`config.mk`:
```
export PLATFORM = sky130hd
export DESIGN_NAME = pixel_unpacker
export DESIGN_NICKNAME = d
export VERILOG_FILES = /design/src/rtl/pixel_unpacker.sv
export SDC_FILE = /design/constraint.sdc
export NUM_CORES = 1
export LEC_CHECK = 0
export BUFFER_PORTS_ARGS = -buffer_cell sky130_fd_sc_hd__buf_4
export CORE_MARGIN = 4
export CORE_UTILIZATION = 54
export CTS_CLUSTER_DIAMETER = 200
export CTS_CLUSTER_SIZE = 8
export DETAILED_ROUTE_END_ITERATION = 8
export PLACE_DENSITY = 0.72
export SLEW_MARGIN = 20
export SYNTH_ARGS = -nofsm -noshare
export SYNTH_HDL_FRONTEND = slang
export SYNTH_SLANG_ARGS = --single-unit
```
`constraint.sdc`:
```
create_clock -name clk -period 1.6 [get_ports clk]
set_input_delay 0.32 -clock clk [delete_from_list [all_inputs] [get_ports clk]]
set_output_delay 0.32 -clock clk [all_outputs]
set_load 0.02 [all_outputs]
```
`src/rtl/pixel_unpacker.sv`:
```
`default_nettype none
// ============================================================================
// pixel_unpacker : loads R/G/B words in order, emits PPW raster-tagged pixels
// Revision 1.0
// ============================================================================
module pixel_unpacker #(
  parameter int H_ACTIVE = 640,
  parameter int V_ACTIVE = 480,
  parameter int PIX_BITS = 4
) (
  input  logic                  clk,
  input  logic                  rst,
  input  logic [31:0]           in_data,
  input  logic                  r_rts,
  output logic                  r_rtr,
  input  logic                  g_rts,
  output logic                  g_rtr,
  input  logic                  b_rts,
  output logic                  b_rtr,
  output logic [3*PIX_BITS-1:0] out_pixel,
  output logic                  out_rts,
  input  logic                  out_rtr,
  output logic                  out_sol,
  output logic                  out_sof,
  output logic                  underrun
);

  localparam int PPW   = 32 / PIX_BITS;
  localparam int NIB_W = (PPW > 1) ? $clog2(PPW) : 1;
  localparam int X_W   = $clog2(H_ACTIVE);
  localparam int Y_W   = $clog2(V_ACTIVE);

  typedef enum logic [2:0] {
    LD_R = 3'b001,
    LD_G = 3'b010,
    LD_B = 3'b100
  } ld_state_t;

  ld_state_t        state;
  ld_state_t        state_nxt;
  logic [31:0]      r_buf, g_buf, b_buf;
  logic             front_full;
  logic [31:0]      sh_r, sh_g, sh_b;
  logic             sh_valid;
  logic [NIB_W-1:0] nib_cnt;
  logic [X_W-1:0]   x;
  logic [Y_W-1:0]   y;
  logic             started;

  logic r_xfc, g_xfc, b_xfc, out_xfc, last_nib, load_sh;

  assign r_xfc    = r_rts & r_rtr;
  assign g_xfc    = g_rts & g_rtr;
  assign b_xfc    = b_rts & b_rtr;
  assign out_xfc  = out_rts & out_rtr;
  assign last_nib = (nib_cnt == NIB_W'(PPW - 1));
  // Refill on an empty stage, or in the same edge the last nibble leaves.
  assign load_sh  = front_full & (~sh_valid | (out_xfc & last_nib));

  assign out_rts   = sh_valid;
  assign out_pixel = {sh_r[PIX_BITS-1:0], sh_g[PIX_BITS-1:0], sh_b[PIX_BITS-1:0]};
  assign out_sol   = (x == '0);
  assign out_sof   = (x == '0) & (y == '0);

  always_comb begin
    state_nxt = state;
    r_rtr     = 1'b0;
    g_rtr     = 1'b0;
    b_rtr     = 1'b0;
    case (state)
      LD_R: begin
        r_rtr = ~rst & ~front_full;
        if (r_rts & r_rtr) state_nxt = LD_G;
      end
      LD_G: begin
        g_rtr = ~rst & ~front_full;
        if (g_rts & g_rtr) state_nxt = LD_B;
      end
      LD_B: begin
        b_rtr = ~rst & ~front_full;
        if (b_rts & b_rtr) state_nxt = LD_R;
      end
      default: state_nxt = LD_R;
    endcase
  end

  always_ff @(posedge clk) begin
    if (rst) begin
      state      <= LD_R;
      r_buf      <= '0;
      g_buf      <= '0;
      b_buf      <= '0;
      front_full <= 1'b0;
      sh_r       <= '0;
      sh_g       <= '0;
      sh_b       <= '0;
      sh_valid   <= 1'b0;
      nib_cnt    <= '0;
      x          <= '0;
      y          <= '0;
      started    <= 1'b0;
      underrun   <= 1'b0;
    end else begin
      state <= state_nxt;
      if (r_xfc) r_buf <= in_data;
      if (g_xfc) g_buf <= in_data;
      if (b_xfc) b_buf <= in_data;

      if (load_sh)    front_full <= 1'b0;
      else if (b_xfc) front_full <= 1'b1;

      if (load_sh) begin
        sh_r     <= r_buf;
        sh_g     <= g_buf;
        sh_b     <= b_buf;
        sh_valid <= 1'b1;
        nib_cnt  <= '0;
      end else if (out_xfc) begin
        sh_r    <= sh_r >> PIX_BITS;
        sh_g    <= sh_g >> PIX_BITS;
        sh_b    <= sh_b >> PIX_BITS;
        nib_cnt <= nib_cnt + NIB_W'(1);
        if (last_nib) sh_valid <= 1'b0;
      end

      if (out_xfc) begin
        started <= 1'b1;
        if (x == X_W'(H_ACTIVE - 1)) begin
          x <= '0;
          y <= (y == Y_W'(V_ACTIVE - 1)) ? '0 : y + Y_W'(1);
        end else begin
          x <= x + X_W'(1);
        end
      end

      // Sink asked for a pixel after streaming began and none was offered.
      if (started & out_rtr & ~sh_valid) underrun <= 1'b1;
    end
  end

endmodule
`default_nettype wire

```
==> flow_metrics.env <==
export IMPL_synthArstFlopShare_pct=0
export IMPL_synth_edf_count=0
export IMPL_buffer_ports_inserted=56
export IMPL_syn_to_final_growth_pct=35.7
export IMPL_core_area_mm2=0.0160
export IMPL_overflow=0
export IMPL_fin_worst_skew_ns=0.0195
export IMPL_final_period_minus_worst_setup_slack_ns=2.17
export IMPL_clock_tree_buffer_depth=3
export IMPL_cts_root_buf="clkbuf_16"
export IMPL_power_share_combinational_pct=5.0
export IMPL_grt_start_max_net_pins=99
export IMPL_total_negative_setup_slacks_ns=-10.37
export IMPL_worst_path_dominant_cell_family="simple AND/OR/NAND/NOR gates"
export IMPL_clk_pin_slew_worst_paths_ns=0.05
export IMPL_cts_tree="yes"
export IMPL_status="finished, violations left"
export IMPL_cts_bufs_inserted=31
export IMPL_grt_antenna_before_repair=0
export IMPL_n_antenna_cell=0
export IMPL_grt_setup_unrepaired="true"
export IMPL_cp_buffers_inverters=2
export IMPL_slew_viol_final=0
export IMPL_first_global_vias=8160
export IMPL_dp_hpwl_mm=13.0
export IMPL_synthesis_warning_total=0
export IMPL_violations_in_the_final_reports="setup timing"
export IMPL_later_pin_clock_latency_in_the_skew_report_ns=0.55
export IMPL_rows=46
export IMPL_grt_first_pass_wirelength_mm=42.2
export IMPL_element_type_at_the_critical_path_start="flop"
export IMPL_syn_mean_instance_area_um2=7.91
export IMPL_clkSinkCount=221
export IMPL_floorplan_initialDensity_pct=55.6
export IMPL_end_kind="output pin"
export IMPL_final_cell_utilization_of_the_core_pct=75.5
export IMPL_placement_setup_worst_slack_ns=-0.134
export IMPL_worst_path_max_delay_cell="dfxtp_2"
export IMPL_design_power_mw=11.9
export IMPL_timing_final_setup_violations=98
export IMPL_critPathMaxFanout=2
export IMPL_synth_top_flop_cell="dfxtp_1"
export IMPL_max_slew_margin_rel_pct=18.4
export IMPL_cp_cell_sequence="inv_2 > ha_4 > nor4b_4 > nand2_1 > nor4_4 > and3_2 > buf_4"
export IMPL_fp_dieH_um=136
export IMPL_post_synth_instance_area_mm2=0.00890
export IMPL_finalWeightedCongestion=0.761
export IMPL_timing_critical_path_slowest_cell_delay_ns=0.32
export IMPL_final_critical_path_setup_slack_ns=-0.566
export IMPL_hold_path_class="in -> reg"
export IMPL_maxCapViolations=0
export IMPL_setup_worst_path_class="reg -> out"
export IMPL_switching_share_pct=22.7
export IMPL_groute_usage_overall_pct=28.0
export IMPL_maxClockFrequency_mhz=462
export IMPL_antenna_violating_nets_post_route=0
export IMPL_detail_route_vias_per_cell=6.05
export IMPL_firstDrtPassIters=5
export IMPL_die_width_um=136
export IMPL_htreeDepth=1
export IMPL_worst_slew_pin_transition_ns=1.22
export IMPL_crit_required_ns=1.28
export IMPL_mostFrequentLayoutCell="nand2_1"
export IMPL_synth_seq_cells=221
export IMPL_mostFrequentLayoutCells="nand2_1, dfxtp_1, a21oi_1, buf_4, nor2_1"
export IMPL_netlist_instances=1125
export IMPL_fillers=1132
export IMPL_seq_power_share_pct=47.6
export IMPL_ir_drop_uv=1010
export IMPL_leakagePower_nw=4.36
export IMPL_remaining_drc_errors=0
export IMPL_internal_power_mw=9.17
export IMPL_instances_no_fill=1417
export IMPL_dpl_cell_count=1338
export IMPL_powerDensity_mw_per_mm2=982
export IMPL_yosys_cell_types_count=47
export IMPL_layout_nets=1245
export IMPL_finalWirelength_mm=28.4
export IMPL_first_iter_violations=713
export IMPL_io_pins=57
export IMPL_route_vias_total=8578
export IMPL_net_switching_power_mw=2.69
export IMPL_syn_nets=1169
export IMPL_worst_endpoint_arrival_ns=1.85
export IMPL_design_die_area_mm2=0.0186
export IMPL_pwr_share_clk_pct=47.5
export IMPL_yosysSeqAreaShare_pct=49.7
export IMPL_hold_vio_cnt_final=0
export IMPL_drive_gt1_share_pct=28.1
export IMPL_min_period_over_period_pct=135
export IMPL_ctsHoldBuffers=0
export IMPL_detail_route_wl_per_cell_um=20.0
## tightest hold or removal path, cell delays in order
cell	delay (ns)
buf_4	0.12
nand2_1	0.05
a21oi_1	0.05
## cells by family (layout without fill, tap and decap cells)
| kind of cell | Yosys count | after routing | share of synthesized area (%) |
|---|---|---|---|
| AO/OA/AOI/OAI | 218 | 218 | 16.3 |
| XOR/XNOR | 11 | 11 | 1.08 |
| adder cells (fa/ha/maj) | 6 | 6 | 0.844 |
| buffers and inverters | 113 | 189 | 6.23 |
| flip-flops | 221 | 221 | 49.7 |
| multiplexers | 2 | 2 | 0.225 |
| AND/OR/NAND/NOR | 554 | 554 | 25.6 |
## sequential cells by signal, summed over array words and instances (netlist names)
name        flops
b_buf          32
g_buf          32
r_buf          32
sh_b           32
sh_g           32
sh_r           32
x              10
y               9
nib_cnt         3
state           3
front_full      1
out_rts         1
started         1
underrun        1
## power groups by stage
| stage | logic [mW] | registers (mW) | clock network [mW] |
|---|---|---|---|
| after floorplan | 0.259 | 5.73 | 0 |
| after global placement | 0.496 | 5.73 | 0 |
| after detailed placement | 0.497 | 5.73 | 0 |
| after CTS | 0.522 | 5.63 | 5.61 |
| after global routing | 0.621 | 5.64 | 5.87 |
| final | 0.588 | 5.64 | 5.63 |
## cell usage after synthesis (5+ instances only)
cell type,count,share of area [%]
o21ai_0,5,0.28
buf_2,31,1.7
a311oi_1,85,8.4
nand4_1,6,0.42
nand2_1,384,16
buf_4,18,1.5
and3_1,6,0.42
clkbuf_1,53,2.2
xor2_1,10,0.98
nor3_1,10,0.56
and4_1,5,0.49
nor2_1,100,4.2
nand3_1,18,1.0
inv_1,8,0.34
ha_1,6,0.84
a21oi_1,115,6.5
dfxtp_1,221,50
## metrics by stage
stage          cell area, um2  hold slack (ns)
2_1_floorplan            8950            0.432
3_3_place_gp             9620            0.442
3_5_place_dp             9620            0.445
4_1_cts                 11600           0.0328
5_1_grt                 12100           0.0498
6_report                12100           0.0449
## layout make-up
| class | count | area, um2 | share of cell area (%) |
|---|---|---|---|
| clock buffers | 31 | 776 | 6.42 |
| repair buffers | 148 | 1780 | 14.7 |
| multi-input cells | 791 | 4760 | 39.4 |
| inverters | 8 | 30.0 | 0.249 |
| clock inverters | 2 | 13.8 | 0.114 |
| flip-flops and latches | 221 | 4440 | 36.8 |
| well taps | 216 | 270 | 2.24 |
## per-layer routing
metal	up-vias	GRT usage (%)	part of all wire [%]
met1	4183	35.9	41
met3	84	5.92	6.9
met4	0	10.2	3.8
li1	3946	-	-
met2	365	46.5	48
met5	-	0	0
## repair_timing
action                                  in CTS  in global routing
resized for setup                          113                132
gates cloned                                18                  6
pin swaps                                   63                 34
endpoints found under the setup margin      95                148
buffers inserted                            26                 16
## path summary, 6_finish.rpt
| kind | start | end | slack [ns] | cells past startpoint |
|---|---|---|---|---|
| worst min register to register | b_buf[1] | b_buf[1] | 0.45 | 2 |
| worst max register to register | nib_cnt[1] | sh_b[8] | -0.20 | 9 |
| worst min-delay path | in_data[0] | g_buf[0] | 0.04 | 3 |
| worst max-delay path | x[0] | out_sof | -0.57 | 7 |
Note: power is estimated with default switching activity, not from simulation.
